$ cat src/rtl/demux_stream_pkg.sv
// demux_stream_pkg: shared occupancy encoding and default width for the stream demux
package demux_stream_pkg;
    typedef enum logic [1:0] {
        OCC_EMPTY = 2'd0,
        OCC_ONE   = 2'd1,
        OCC_FULL  = 2'd2
    } occ_t;
    localparam int DEMUX_BIT_WIDTH = 8;
endpackage

$ cat src/rtl/demux_slot.sv
// demux_slot: two-entry head/skid buffer for one demux destination
// ports: clk, rst_n (async, active-low), push/wr_data (enqueue), pop (dequeue head),
//        data_out/valid (head word), occ (current occupancy)
module demux_slot
    import demux_stream_pkg::*;
#(
    parameter int WIDTH = DEMUX_BIT_WIDTH
) (
    input  logic             clk,
    input  logic             rst_n,
    input  logic             push,
    input  logic [WIDTH-1:0] wr_data,
    input  logic             pop,
    output logic [WIDTH-1:0] data_out,
    output logic             valid,
    output occ_t             occ
);
    occ_t             occ_q, occ_d;
    logic [WIDTH-1:0] head_q, head_d, skid_q, skid_d;

    always_ff @(posedge clk or negedge rst_n) begin
        if (!rst_n) begin
            occ_q  <= OCC_EMPTY;
            head_q <= '0;
            skid_q <= '0;
        end else begin
            occ_q  <= occ_d;
            head_q <= head_d;
            skid_q <= skid_d;
        end
    end

    // A push that coincides with a pop at ONE replaces the head directly;
    // at FULL the skid word slides forward on pop.
    always_comb begin
        occ_d  = occ_q == OCC_EMPTY ? (push ? OCC_ONE : OCC_EMPTY)
               : occ_q == OCC_ONE   ? (push && !pop ? OCC_FULL : (pop && !push ? OCC_EMPTY : OCC_ONE))
               :                      (pop ? OCC_ONE : OCC_FULL);
        head_d = (occ_q == OCC_EMPTY && push) || (occ_q == OCC_ONE && push && pop) ? wr_data
               : (occ_q == OCC_FULL && pop) ? skid_q : head_q;
        skid_d = (occ_q == OCC_ONE && push && !pop) ? wr_data : skid_q;
    end

    always_comb begin
        valid    = occ_q != OCC_EMPTY;
        data_out = head_q;
        occ      = occ_q;
    end
endmodule

$ cat src/rtl/demux_stream.sv
// demux_stream: 1-to-2 valid/ready demux with a 2-entry buffer per destination
// ports: clk, rst_n (async, active-low); data_in/sel/in_valid/in_ready (input stream);
//        data_out_n/valid_n/ready_n (output stream n); cnt_0/cnt_1 saturating pop counters
//        present only when DEMUX_COUNT_EN is defined
module demux_stream
    import demux_stream_pkg::*;
#(
    parameter int DEMUX_BIT_WIDTH = demux_stream_pkg::DEMUX_BIT_WIDTH,
    parameter int CNT_WIDTH       = 16
) (
    input  logic                       clk,
    input  logic                       rst_n,
    input  logic [DEMUX_BIT_WIDTH-1:0] data_in,
    input  logic                       sel,
    input  logic                       in_valid,
    output logic                       in_ready,
    output logic [DEMUX_BIT_WIDTH-1:0] data_out_0,
    output logic                       valid_0,
    input  logic                       ready_0,
    output logic [DEMUX_BIT_WIDTH-1:0] data_out_1,
    output logic                       valid_1,
    input  logic                       ready_1
`ifdef DEMUX_COUNT_EN
   ,output logic [CNT_WIDTH-1:0]       cnt_0,
    output logic [CNT_WIDTH-1:0]       cnt_1
`endif
);
    occ_t occ_0, occ_1;
    logic push_0, push_1, pop_0, pop_1;

    // in_ready looks only at registered occupancy, never at ready_n
    assign in_ready = (sel ? occ_1 : occ_0) != OCC_FULL;
    assign push_0   = in_valid && in_ready && !sel;
    assign push_1   = in_valid && in_ready && sel;
    assign pop_0    = valid_0 && ready_0;
    assign pop_1    = valid_1 && ready_1;

    demux_slot #(.WIDTH(DEMUX_BIT_WIDTH)) u_slot_0 (
        .clk(clk), .rst_n(rst_n), .push(push_0), .wr_data(data_in), .pop(pop_0),
        .data_out(data_out_0), .valid(valid_0), .occ(occ_0)
    );

    demux_slot #(.WIDTH(DEMUX_BIT_WIDTH)) u_slot_1 (
        .clk(clk), .rst_n(rst_n), .push(push_1), .wr_data(data_in), .pop(pop_1),
        .data_out(data_out_1), .valid(valid_1), .occ(occ_1)
    );

`ifdef DEMUX_COUNT_EN
    always_ff @(posedge clk or negedge rst_n) begin
        if (!rst_n) begin
            cnt_0 <= '0;
            cnt_1 <= '0;
        end else begin
            if (pop_0 && !(&cnt_0)) cnt_0 <= cnt_0 + CNT_WIDTH'(1);
            if (pop_1 && !(&cnt_1)) cnt_1 <= cnt_1 + CNT_WIDTH'(1);
        end
    end
`endif
endmodule

$ cat config.mk
export PLATFORM = sky130hd
export DESIGN_NAME = demux_stream
export DESIGN_NICKNAME = d
export VERILOG_FILES = /design/src/rtl/demux_stream_pkg.sv /design/src/rtl/demux_slot.sv /design/src/rtl/demux_stream.sv
export SDC_FILE = /design/constraint.sdc
export NUM_CORES = 1
export LEC_CHECK = 0
export ABC_AREA = 1
export CAP_MARGIN = 10
export CORE_MARGIN = 3
export CORE_UTILIZATION = 25
export CTS_BUF_LIST = sky130_fd_sc_hd__clkbuf_8
export DETAILED_ROUTE_END_ITERATION = 16
export SETUP_SLACK_MARGIN = 0.05
export SLEW_MARGIN = 20
export SYNTH_ARGS = -nofsm -noshare
export SYNTH_HDL_FRONTEND = slang
export SYNTH_SLANG_ARGS = --single-unit
$ cat constraint.sdc
create_clock -name clk -period 1.35 [get_ports clk]
set_clock_uncertainty 0.05 [all_clocks]
set_input_delay 0.27 -clock clk [delete_from_list [all_inputs] [get_ports clk]]
set_output_delay 0.27 -clock clk [all_outputs]
set_load 0.05 [all_outputs]
==> summary.md <==
| Metric | Value |
|---|---|
| Worst setup EP type | `output port` |
| Met1 usage | `14.55%` |
| Worst slew pin tran | `0.3813 ns` |
| Required arrival time at the worst endpoint | `1.03 ns` |
| Critical path arrival | `1.14 ns` |
| Pre-CTS setup slack | `-0.4744 ns` |
| Asr flop ratio synth | `100.0%` |
| GRT Overall Usage | `12.27%` |
| Bufs on Longest Clock Path | `2` |
| Most instantiated library cell after synthesis | `nand2_1` |
| CTS Sinks | `36` |
| Max cap viols | `0` |
| Clk slew on worst S/H paths | `0.07 ns` |
| Largest net degree at the start of global routing | `37` |
| Synth Register Bits | `36` |
| Critical-path top delay cell | `dfrtp_1` |
| Final antenna-violating net count | `0` |
| Register area share after synthesis | `52.86%` |
| Final WL | `4464 µm` |
| Synthesized area | `0.001704 mm²` |
| Tot Pwr | `0.006700 W` |
| Synth-to-layout area growth | `65.64%` |
| Number of distinct library cells after synthesis | `19` |
| Net Count, Synth | `221` |
| Ys Warns | `0` |
| Number of synthesized flops with an enable pin | `0` |
| Crit-path max cell delay | `0.37 ns` |
| Final slew viol count | `0` |
| GR met2 Demand/Resource | `21.41%` |
| Total negative slack | `-0.4292 ns` |
| Grt met3 use | `3.631%` |
| Area leader, netlist | `dfrtp_1` |
| Routed length per placed instance | `12.86 µm` |
| Final setup margin | `-0.1110 ns` |
| Final cycle utilization of the critical path | `108.2%` |
| GRT overflow | `0` |
| CP max FO | `4` |
| Post-route DRC violation count | `0` |
| Power Dens Cells | `2374 mW/mm²` |
| Root buffer cell | `clkbuf_8` |
| Drt pass-1 iters | `4` |
| Vias | `1,618` |
| Fmax achieved | `0.6845 GHz` |
| Top post-synthesis cells by count | `nand2_1 (60), dfrtp_1 (36), nor2_1 (20)` |
| Peak VDD IR | `0.8466 mV` |
| Drt initial violations | `76` |
| Antenna Cells | `0` |
| Number of I/O pins | `33` |
| Slew HR | `74.54%` |
| Global-route wire length before repair | `7369 µm` |
| Layout cell share with drive strength beyond 1 | `33.33%` |
| Final net count | `285` |
| Initial antenna violation count | `0` |
| Top FF cell, synth | `dfrtp_1` |
| Number of global-route vias before repair | `1,632` |
| Via-to-Cell Ratio | `4.663` |
| Failing checks | `setup timing` |
| Core Area | `0.006495 mm²` |
| Core Util, Final | `43.46%` |
| CP Cell Sequence | `inv_2 > o21ai_4 > nand2_4 > buf_12` |
| Final number of hold-violating endpoints | `0` |
| CTS Buf Count | `5` |
| Average cell area after synthesis | `8.313 µm²` |
| Final Critical Period | `1.461 ns` |
| Gpl congestion | `0.7327` |
| Post-DP HPWL | `3140 µm` |
| Synth Instances | `205` |
| Final Setup Violations | `13` |
| Crit Path Category | `flop to output port` |
| Core Rows | `29` |
| Yosys top cell area share | `52.86%` |
| Die ar. | `0.007843 mm²` |
| Cts hold-fix bufs | `0` |
| H-tree levels | `2` |
| Status | `finished with violations` |
| HP Class | `input port to asynchronous set/reset pin` |
| RSZ-0062 raised after global routing | `true` |
| TritonCTS clock tree | `yes` |
| Dominant cells by area after synthesis | `dfrtp_1 (53%), nand2_1 (13%), nand4_1 (6.6%)` |
| Setup crit start kind | `flop` |
| Worst skew pair latency | `0.29 ns` |
| Die W | `88.56 µm` |
| Starting Density | `26.24%` |
| PortBufs | `32` |
| WHS | `0.2939 ns` |
| Gr busiest metal | `met2` |
| P_leak | `1.318 nW` |
| Chip Height | `88.56 µm` |
[cells in the final DEF (no fill, tap or decap), types with 3 or more instances in the layout]
| cell type | count |
|---|---|
| nand2_1 | 51 |
| dfrtp_1 | 36 |
| buf_12 | 23 |
| buf_4 | 21 |
| nand4_1 | 18 |
| nor2_1 | 17 |
| nand3_1 | 16 |
| a21oi_1 | 15 |
| inv_1 | 10 |
| clkdlybuf4s50_1 | 10 |
| inv_2 | 9 |
| nand2_4 | 6 |
| clkbuf_8 | 6 |
| nor2_4 | 4 |
| buf_6 | 4 |
| nand2_2 | 3 |
[worst paths after layout]
check,startpoint,endpoint,slack [ns],cells after the start
max reg2reg,u_slot_0.occ[1],u_slot_0.data_out[1],-0.03,8
max in group asynchronous,rst_n,u_slot_0.skid_q[2],0.78,2
min reg2reg,u_slot_1.skid_q[6],u_slot_1.data_out[6],0.44,2
min,rst_n,u_slot_0.data_out[2],0.29,2
min in group clk,u_slot_1.skid_q[6],u_slot_1.data_out[6],0.44,2
max,u_slot_1.occ[1],in_ready,-0.11,4
[flip-flops by register name, indices dropped and copies added (netlist names)]
signal / flops
u_slot_0.skid_q: 8
u_slot_0.occ: 2
u_slot_1.skid_q: 8
u_slot_0.data_out: 8
u_slot_1.occ: 2
u_slot_1.data_out: 8
[layer usage]
metal	vias up	share of wire (%)
li1	812	-
met1	767	41
met2	33	53
met3	6	5.0
met4	0	1.3
met5	-	0
[repair_timing]
action	in CTS	in global routing
resized for setup	25	19
setup buffers	7	3
setup endpoints to repair	36	38
pin swaps	3	5
[worst max-delay path, delay by kind of cell (launching register included)]
family                 cells  cell delay [ns]
AND/OR/NAND/NOR            1             0.07
flip-flops                 1             0.37
AO/OA/AOI/OAI              1             0.19
buffers and inverters      2             0.21
[through the flow]
step	cells	instance area, µm²
after detailed placement	329	2482
final	347	2823
after floorplan	205	1719
after global placement	329	2482
after CTS	344	2708
after global routing	347	2823
[final cells by class]
cell class	count	area [µm²]
Clock buffer	6	82.58
Clock inverter	2	10.01
Fill cell	625	3672
Inverter	19	71.32
Multi-Input combinational cell	146	868.3
Sequential cell	36	900.9
Tap cell	77	96.34
Timing Repair Buffer	61	793.3
[logic make-up after synthesis]
| family | after synthesis | synth area share (%) |
|---|---|---|
| adders and majority gates | 2 | 1.468 |
| buffers and inverters | 23 | 5.579 |
| AOI/OAI and AO/OA | 22 | 6.975 |
| and+or+nand+nor | 122 | 33.11 |
| DFF | 36 | 52.86 |
[where the power goes]
part / internal (W) / leakage [nW] / switching (W)
registers: 0.00160 / 0.425 / 0.000456
logic: 0.00185 / 0.842 / 0.00198
clock network: 0.000407 / 0.0510 / 0.000402
total: 0.00386 / 1.32 / 0.00284
No activity file was read; power rests on OpenSTA's default activity.
